[src/rtl/cp0_reg.sv]
// cp0_reg: MIPS CP0 subset (BadVAddr, Count, Compare, Status, Cause, EPC).
// Ports: clk/rst, MTC0 write (we/waddr/wsel/wdata), MFC0 read (raddr/rsel/rdata),
// exception bus (excepttype/exc_pc/is_in_delayslot/exc_badvaddr), int_i,
// register views cp0_status/cp0_cause/cp0_epc/cp0_badvaddr, timer_int.
// excepttype encoding: 0 none, 01 INT, 04 ADEL, 05 ADES, 08 SYS, 09 BP,
// 0a RI, 0c OV, 0e ERET; other nonzero values capture with ExcCode kept.
module cp0_reg (
  input  logic        clk,
  input  logic        rst,
  input  logic        we,
  input  logic [4:0]  waddr,
  input  logic [2:0]  wsel,
  input  logic [31:0] wdata,
  input  logic [4:0]  raddr,
  input  logic [2:0]  rsel,
  output logic [31:0] rdata,
  input  logic [4:0]  excepttype,
  input  logic [31:0] exc_pc,
  input  logic        is_in_delayslot,
  input  logic [31:0] exc_badvaddr,
  input  logic [5:0]  int_i,
  output logic [31:0] cp0_status,
  output logic [31:0] cp0_cause,
  output logic [31:0] cp0_epc,
  output logic [31:0] cp0_badvaddr,
  output logic        timer_int
);

  localparam logic [4:0] EXC_INT  = 5'h01;
  localparam logic [4:0] EXC_ADEL = 5'h04;
  localparam logic [4:0] EXC_ADES = 5'h05;
  localparam logic [4:0] EXC_SYS  = 5'h08;
  localparam logic [4:0] EXC_BP   = 5'h09;
  localparam logic [4:0] EXC_RI   = 5'h0a;
  localparam logic [4:0] EXC_OV   = 5'h0c;
  localparam logic [4:0] EXC_ERET = 5'h0e;

  localparam logic [7:0] A_BADV = {5'd8, 3'd0};
  localparam logic [7:0] A_CNT  = {5'd9, 3'd0};
  localparam logic [7:0] A_CMP  = {5'd11, 3'd0};
  localparam logic [7:0] A_STAT = {5'd12, 3'd0};
  localparam logic [7:0] A_CAUS = {5'd13, 3'd0};
  localparam logic [7:0] A_EPC  = {5'd14, 3'd0};

  logic [31:0] count_q;
  logic [31:0] compare_q;
  logic        phase_q;
  logic        ti_q;
  logic [7:0]  im_q;
  logic        exl_q;
  logic        ie_q;
  logic [1:0]  ip_sw_q;
  logic [5:0]  ip_hw_q;
  logic        bd_q;
  logic [4:0]  exc_code_q;
  logic [31:0] epc_q;
  logic [31:0] badvaddr_q;

  logic        exc_valid;
  logic        is_eret;
  logic        mtc0;
  logic [7:0]  wkey;
  logic        wr_count;
  logic        wr_compare;
  logic        wr_status;
  logic        wr_cause;
  logic        wr_epc;
  logic        code_known;
  logic [4:0]  code_arch;
  logic        addr_exc;

  assign exc_valid  = (excepttype != 5'd0);
  assign is_eret    = (excepttype == EXC_ERET);
  // MTC0 is dropped whenever an exception or ERET commits.
  assign mtc0       = we & ~exc_valid;
  assign wkey       = {waddr, wsel};
  assign wr_count   = mtc0 & (wkey == A_CNT);
  assign wr_compare = mtc0 & (wkey == A_CMP);
  assign wr_status  = mtc0 & (wkey == A_STAT);
  assign wr_cause   = mtc0 & (wkey == A_CAUS);
  assign wr_epc     = mtc0 & (wkey == A_EPC);

  always_comb begin
    code_known = 1'b1;
    code_arch  = 5'h00;
    addr_exc   = 1'b0;
    unique case (excepttype)
      EXC_INT:  code_arch = 5'h00;
      EXC_ADEL: begin
        code_arch = 5'h04;
        addr_exc  = 1'b1;
      end
      EXC_ADES: begin
        code_arch = 5'h05;
        addr_exc  = 1'b1;
      end
      EXC_SYS:  code_arch = 5'h08;
      EXC_BP:   code_arch = 5'h09;
      EXC_RI:   code_arch = 5'h0a;
      EXC_OV:   code_arch = 5'h0c;
      default:  code_known = 1'b0;
    endcase
  end

  always_ff @(posedge clk or negedge rst) begin
    if (!rst) begin
      count_q    <= '0;
      compare_q  <= '0;
      phase_q    <= 1'b0;
      ti_q       <= 1'b0;
      im_q       <= '0;
      exl_q      <= 1'b0;
      ie_q       <= 1'b0;
      ip_sw_q    <= '0;
      ip_hw_q    <= '0;
      bd_q       <= 1'b0;
      exc_code_q <= '0;
      epc_q      <= '0;
      badvaddr_q <= '0;
    end else begin
      ip_hw_q <= int_i;

      if (wr_count) begin
        count_q <= wdata;
        phase_q <= 1'b0;
      end else begin
        phase_q <= ~phase_q;
        if (phase_q) count_q <= count_q + 32'd1;
      end

      if (wr_compare) begin
        compare_q <= wdata;
        ti_q      <= 1'b0;
      end else if (count_q == compare_q) begin
        ti_q <= 1'b1;
      end

      if (exc_valid) begin
        if (is_eret) begin
          exl_q <= 1'b0;
        end else begin
          exl_q <= 1'b1;
          // Nested exceptions keep the original return point.
          if (!exl_q) begin
            epc_q <= is_in_delayslot ? exc_pc - 32'd4 : exc_pc;
            bd_q  <= is_in_delayslot;
          end
          if (code_known) exc_code_q <= code_arch;
          if (addr_exc) badvaddr_q <= exc_badvaddr;
        end
      end else begin
        if (wr_status) begin
          im_q  <= wdata[15:8];
          exl_q <= wdata[1];
          ie_q  <= wdata[0];
        end
        if (wr_cause) ip_sw_q <= wdata[9:8];
        if (wr_epc) epc_q <= wdata;
      end
    end
  end

  // BadVAddr is read-only from software.
  assign cp0_status = {9'b0, 1'b1, 6'b0, im_q, 6'b0, exl_q, ie_q};
  assign cp0_cause  = {bd_q, ti_q, 14'b0,
                       ip_hw_q[5] | ti_q, ip_hw_q[4:0],
                       ip_sw_q, 1'b0, exc_code_q, 2'b0};
  assign cp0_epc      = epc_q;
  assign cp0_badvaddr = badvaddr_q;
  assign timer_int    = ti_q;

  always_comb begin
    rdata = '0;
    unique case ({raddr, rsel})
      A_BADV:  rdata = badvaddr_q;
      A_CNT:   rdata = count_q;
      A_CMP:   rdata = compare_q;
      A_STAT:  rdata = cp0_status;
      A_CAUS:  rdata = cp0_cause;
      A_EPC:   rdata = epc_q;
      default: rdata = '0;
    endcase
  end

endmodule
[config.mk]
export PLATFORM = sky130hd
export DESIGN_NAME = cp0_reg
export DESIGN_NICKNAME = d
export VERILOG_FILES = /design/src/rtl/cp0_reg.sv
export SDC_FILE = /design/constraint.sdc
export NUM_CORES = 1
export LEC_CHECK = 0
export CORE_MARGIN = 2
export CORE_UTILIZATION = 35
export CTS_BUF_LIST = sky130_fd_sc_hd__clkbuf_4 sky130_fd_sc_hd__clkbuf_8
export CTS_CLUSTER_DIAMETER = 150
export CTS_CLUSTER_SIZE = 28
export DETAILED_ROUTE_END_ITERATION = 7
export PLACE_DENSITY_LB_ADDON = 0.25
export SETUP_SLACK_MARGIN = 0.1
export SYNTH_ARGS = -nofsm -noshare
export SYNTH_HDL_FRONTEND = slang
export SYNTH_SLANG_ARGS = --single-unit
[constraint.sdc]
create_clock -name clk -period 5.5 [get_ports clk]
set_input_delay 0.825 -clock clk [delete_from_list [all_inputs] [get_ports clk]]
set_output_delay 0.825 -clock clk [all_outputs]
set_load 0.1 [all_outputs]
**Yosys cells after proc, flatten, opt, wreduce, memory -nomap -nowiden**

Index checks and enable logic that the tools add are counted.
Widths: inputs -> output; s select.

- Bits in registers: 154
- Bits in latches: 0
- Memory bits (writable): 0
- ROM bits: 0
- Bits of input ports: 127
- Logic and storage cells: 78
- Memories: 0

- $add $sub $neg: 2
- Multipliers: 0
- Divide/modulo/power cells: 0
- Order comparisons: 0
- Equal/unequal tests: 22
- Shift-type cells: 0
- Muxes and demuxes: 17
- Bitwise logic cells: 11
- Reduce and logical (&&, ||, !) cells: 13

Operators by type and width:

| cell | count |
|---|---|
| $mux 32 | 7 |
| $pmux 32 s6 | 1 |
| $eq 8x7->1 const B | 11 |
| $add 32x1->32 const B | 1 |
| $eq 32x32->1 | 1 |
| $sub 32x3->32 const B | 1 |
| $eq 5x4->1 const B | 5 |
| $pmux 4 s6 | 1 |
| $reduce_and 3->1 | 4 |
| $eq 5x3->1 const B | 2 |
| $mux 1 | 8 |
| $reduce_bool 2->1 | 4 |
| $reduce_or 7->1 | 1 |
| $and 1x1->1 | 6 |
| $eq 5x1->1 const B | 1 |
| $reduce_bool 5->1 | 1 |
| $ne 2x2->1 const B | 2 |
| $not 1->1 | 4 |
| $reduce_and 2->1 | 2 |
| $reduce_or 2->1 | 1 |
| $or 1x1->1 | 1 |

**Depth between registers and ports, before layout**

- Word-level depth: 6
- Mapped depth: 8

**Worst setup path before layout**

OpenSTA, ideal clock, no wires.

- Path kind: input to output
- Start: in rsel[1]
- End: out rdata[2]
- Arrival time: 4.081 ns
- Required time: 4.675 ns
- Slack: 0.594 ns
- Stages on the path: 4
- Path buffers: 0
- Cell sequence: or4_1 nor3_1 nand2_1 o21ai_0

- Cells in the longest elaborated chain, start to end: 2

RTL lines:

| what | line | text |
|---|---|---|
| start: declaration | 15 | `input logic [2:0] rsel,` |
| $eq 8x7->1 | 174 | `unique case ({raddr, rsel})` |
| $pmux 32 s6 (*) | 174 |  |
| end: declaration | 16 | `output logic [31:0] rdata,` |

Mark *: on every way between the ends. The rest lies on a longest branch, timed or not.

**Worst setup path in the final report**

- Start: in raddr[2]
- End: out rdata[0]

- Cells in the longest elaborated chain, start to end: 2

RTL lines:

| what | line | text |
|---|---|---|
| start: declaration | 14 | `input logic [4:0] raddr,` |
| $eq 8x7->1 | 174 |  |
| $pmux 32 s6 (*) | 174 |  |

Marks and branches as above.

==> impl_metrics.sql <==
INSERT INTO impl_metrics (metric_group, metric, value, unit) VALUES
('synthesis', 'avgSynthCellArea', '9.63', 'sq um'),
('sta', 'finalMaxSlewViolations', '0', ''),
('synthesis', 'ys_types', '62', ''),
('synthesis', 'yosys_most_used_dff', 'sky130_fd_sc_hd__dfrtp_1', ''),
('floorplanning', 'fp-row-count', '59', ''),
('sta', 'setup_repair_after_global_routing_missed_its_margin', 'no', ''),
('drt', 'avgViaCountPerCell', '5.41', ''),
('clock_network', 'cts_hold_repair.buffers', '0', ''),
('clock_network', 'tritoncts.num_buffers', '17', ''),
('grt', 'gr-usage-all-layers', '23.6', '%'),
('synthesis', 'synth-async-reset-ratio', '100', '%'),
('drt', 'remaining_drc_errors', '15', ''),
('synthesis', 'synth_compound_area_share', '12.9', '%'),
('power', 'power_per_cell_area', '333', 'nW/um^2'),
('floorplanning', 'initial_core_util', '35.8', '%'),
('grt', 'global_route_wire_length_before_repair', '49800', 'um'),
('synthesis', 'synth_adder_area_share', '0.268', '%'),
('run', 'max_cap_viol_count', '0', ''),
('setup_path', 'cp_data_arrival_time', '3.72', 'ns'),
('layout', 'sequential_cell_area', '3830', 'sq um'),
('synthesis', 'ys.warnings.count', '0', ''),
('outcome', 'violations_in_the_final_reports', 'DRC', ''),
('synthesis', 'netlist.area_leader.share', '41.0', '%'),
('grt', 'number_of_antenna_violations_at_the_first_check_in_global_routing', '0', ''),
('sta', 'final.period_utilization', '82.7', '%'),
('clock_network', 'path_clk_slew', '0.11', 'ns'),
('clock_network', 'root_buffer', 'sky130_fd_sc_hd__clkbuf_8', ''),
('sta', 'relSlewSlack', '29.6', '%'),
('drt', 'route.detailed.wl_per_inst', '21.9', 'um'),
('grt', 'grt_overflow', '0', ''),
('clock_network', 'cts.repair.resized', '0', ''),
('sta', 'finalWorstPathRequiredPeriod', '4.55', 'ns'),
('clock_network', 'cts-root-to-sink-buffers', '2', ''),
('drt', 'detail_route.iter0.violations', '640', ''),
('synthesis', 'post_synth_most_frequent_cells', '153 x sky130_fd_sc_hd__dfrtp_1, 92 x sky130_fd_sc_hd__o21ai_0, 82 x sky130_fd_sc_hd__nand2_1', ''),
('clock_network', 'cts_sinks', '153', ''),
('setup_path', 'crit_type', 'in2out', ''),
('layout', 'finalCoreUtilization', '46.6', '%'),
('power', 'peakVddDrop', '0.279', 'mV'),
('setup_path', 'critical_path.startpoint_type', 'input port', ''),
('synthesis', 'syn_area', '9350', 'sq um'),
('synthesis', 'synth_enable_flop_cells', '0', ''),
('floorplanning', 'die_area', '28000', 'sq um'),
('synthesis', 'number_of_instances_in_the_synthesized_netlist', '971', ''),
('synthesis', 'synth-simple-area-share', '16.1', '%'),
('clock_network', 'h-tree-depth', '4', ''),
('sta', 'clock_skew', '0.0169', 'ns'),
('sta', 'timing.final.setup_violations', '0', ''),
('hold_path', 'hold_class', 'in2async', ''),
('synthesis', 'seq_area_frac_synth', '41.0', '%'),
('synthesis', 'synth_xor_area_share', '7.68', '%'),
('placement', 'gp_routability_congestion', '0.882', ''),
('synthesis', 'synth_mux_area_share', '14.8', '%'),
('grt', 'vias_in_the_first_global_route', '7968', ''),
('layout', 'fin_nets', '1305', ''),
('drt', 'antenna_violating_nets_post_route', '0', ''),
('drt', 'drt_pre_antenna_iters', '7', ''),
('setup_path', 'ff2ff_path_depth', '5', ''),
('setup_path', 'worst_ep_required_time', '4.68', 'ns'),
('synthesis', 'synth.ff_latch_count', '153', ''),
('outcome', 'status', 'finished with violations', ''),
('power', 'leakagePower', '5.02', 'nW'),
('placement', 'portBuffers', '247', ''),
('setup_path', 'critical_path.endpoint_type', 'output pin', ''),
('floorplanning', 'floorplan_core_area', '26100', 'sq um'),
('layout', 'antenna_cells_inserted', '0', ''),
('clock_network', 'cts_post_setup_buffers_inserted', '0', ''),
('sta', 'setup_tns', '0', 'ns'),
('clock_network', 'clk_latency_worst_skew_pair', '0.47', 'ns'),
('floorplanning', 'top_level_ports', '288', ''),
('synthesis', 'post-synth-top-area-cell', 'sky130_fd_sc_hd__dfrtp_1', '');
## critical path, cell delays in order
cell                              delay, ns
sky130_fd_sc_hd__clkdlybuf4s50_1       0.95
sky130_fd_sc_hd__nand3_1               0.37
sky130_fd_sc_hd__nor3b_2               0.73
sky130_fd_sc_hd__buf_12                0.26
sky130_fd_sc_hd__a22oi_1               0.10
sky130_fd_sc_hd__o21ai_0               0.13
sky130_fd_sc_hd__buf_4                 0.34
## state kept, by name, summed over array words and instances, names as in the netlist
register and count:
bd_q 1, compare_q 32, count_q 32, cp0_badvaddr 32
cp0_epc 32, exc_code_q 4, exl_q 1, ie_q 1
im_q 8, ip_hw_q 6, ip_sw_q 2, phase_q 1
timer_int 1
## logic make-up (layout without fill, tap and decap cells)
kind of cell    count (synthesis)  count (layout)
xor+xnor                       82              82
mux                           128             128
flops                         153             153
fa+ha+maj                       2               2
compound gates                189             189
buf+inv                       128             308
other cells                     2              40
simple gates                  287             287
## final timing paths
path | endpoint | startpoint | slack [ns]
worst max-delay path | rdata[0] | raddr[2] | 0.95
worst min-delay path | cp0_badvaddr[31] | rst | 0.32
worst max register to register | count_q[19] | count_q[3] | 3.10
worst min register to register | cp0_epc[16] | cp0_epc[16] | 0.53
max in group asynchronous | compare_q[2] | rst | 3.94
min in group clk | cp0_epc[16] | cp0_epc[16] | 0.53
## power by group
group          switching, mW  internal (mW)
sequential             0.188           1.27
clock                  0.494          0.319
combinational           1.35          0.439
total                   2.03           2.03
## layout by cell type (no fill, tap or decap), types with 20 or more instances in the layout
| master | instances |
|---|---|
| sky130_fd_sc_hd__dfrtp_1 | 153 |
| sky130_fd_sc_hd__nand4_1 | 24 |
| sky130_fd_sc_hd__nor2_1 | 46 |
| sky130_fd_sc_hd__o21ai_0 | 92 |
| sky130_fd_sc_hd__buf_4 | 43 |
| sky130_fd_sc_hd__mux2i_1 | 49 |
| sky130_fd_sc_hd__a22o_1 | 25 |
| sky130_fd_sc_hd__nand3_1 | 35 |
| sky130_fd_sc_hd__mux2_2 | 79 |
| sky130_fd_sc_hd__xnor2_1 | 66 |
| sky130_fd_sc_hd__clkdlybuf4s50_1 | 214 |
| sky130_fd_sc_hd__nand2_1 | 81 |
| sky130_fd_sc_hd__nor3_1 | 26 |
| sky130_fd_sc_hd__conb_1 | 40 |
| sky130_fd_sc_hd__a21oi_1 | 20 |
## cell type report
class | count | share of cell area (%)
clock buffers | 17 | 1.92
well taps | 335 | 3.44
inverters | 15 | 0.462
clock inverters | 15 | 0.966
repair buffers | 261 | 20.6
flip-flops and latches | 153 | 31.4
multi-input cells | 728 | 41.2
## through the flow
| step | instances | hold slack, ns | total power [mW] | setup slack [ns] | area [sq um] |
|---|---|---|---|---|---|
| 2_1_floorplan | 1009 | 0.504 | 2.74 | 0.594 | 9490 |
| 3_3_place_gp | 1492 | 0.492 | 3.27 | 1.08 | 11800 |
| 3_5_place_dp | 1492 | 0.501 | 3.27 | 1.06 | 11800 |
| 4_1_cts | 1524 | 0.337 | 4.08 | 1.05 | 12200 |
| 5_1_grt | 1524 | 0.350 | 4.20 | 0.865 | 12200 |
| 6_report | 1524 | 0.323 | 4.06 | 0.953 | 12200 |
## metal layers
metal  track usage [%]  wire (um)  vias to the layer above
met3              4.47       2270                       38
met4              7.60        912                        0
met2              38.0      15600                      354
met1              32.2      14600                     4015
met5                 0          0                        -
li1                  -          -                     3836
No activity file was read; power rests on OpenSTA's default activity.
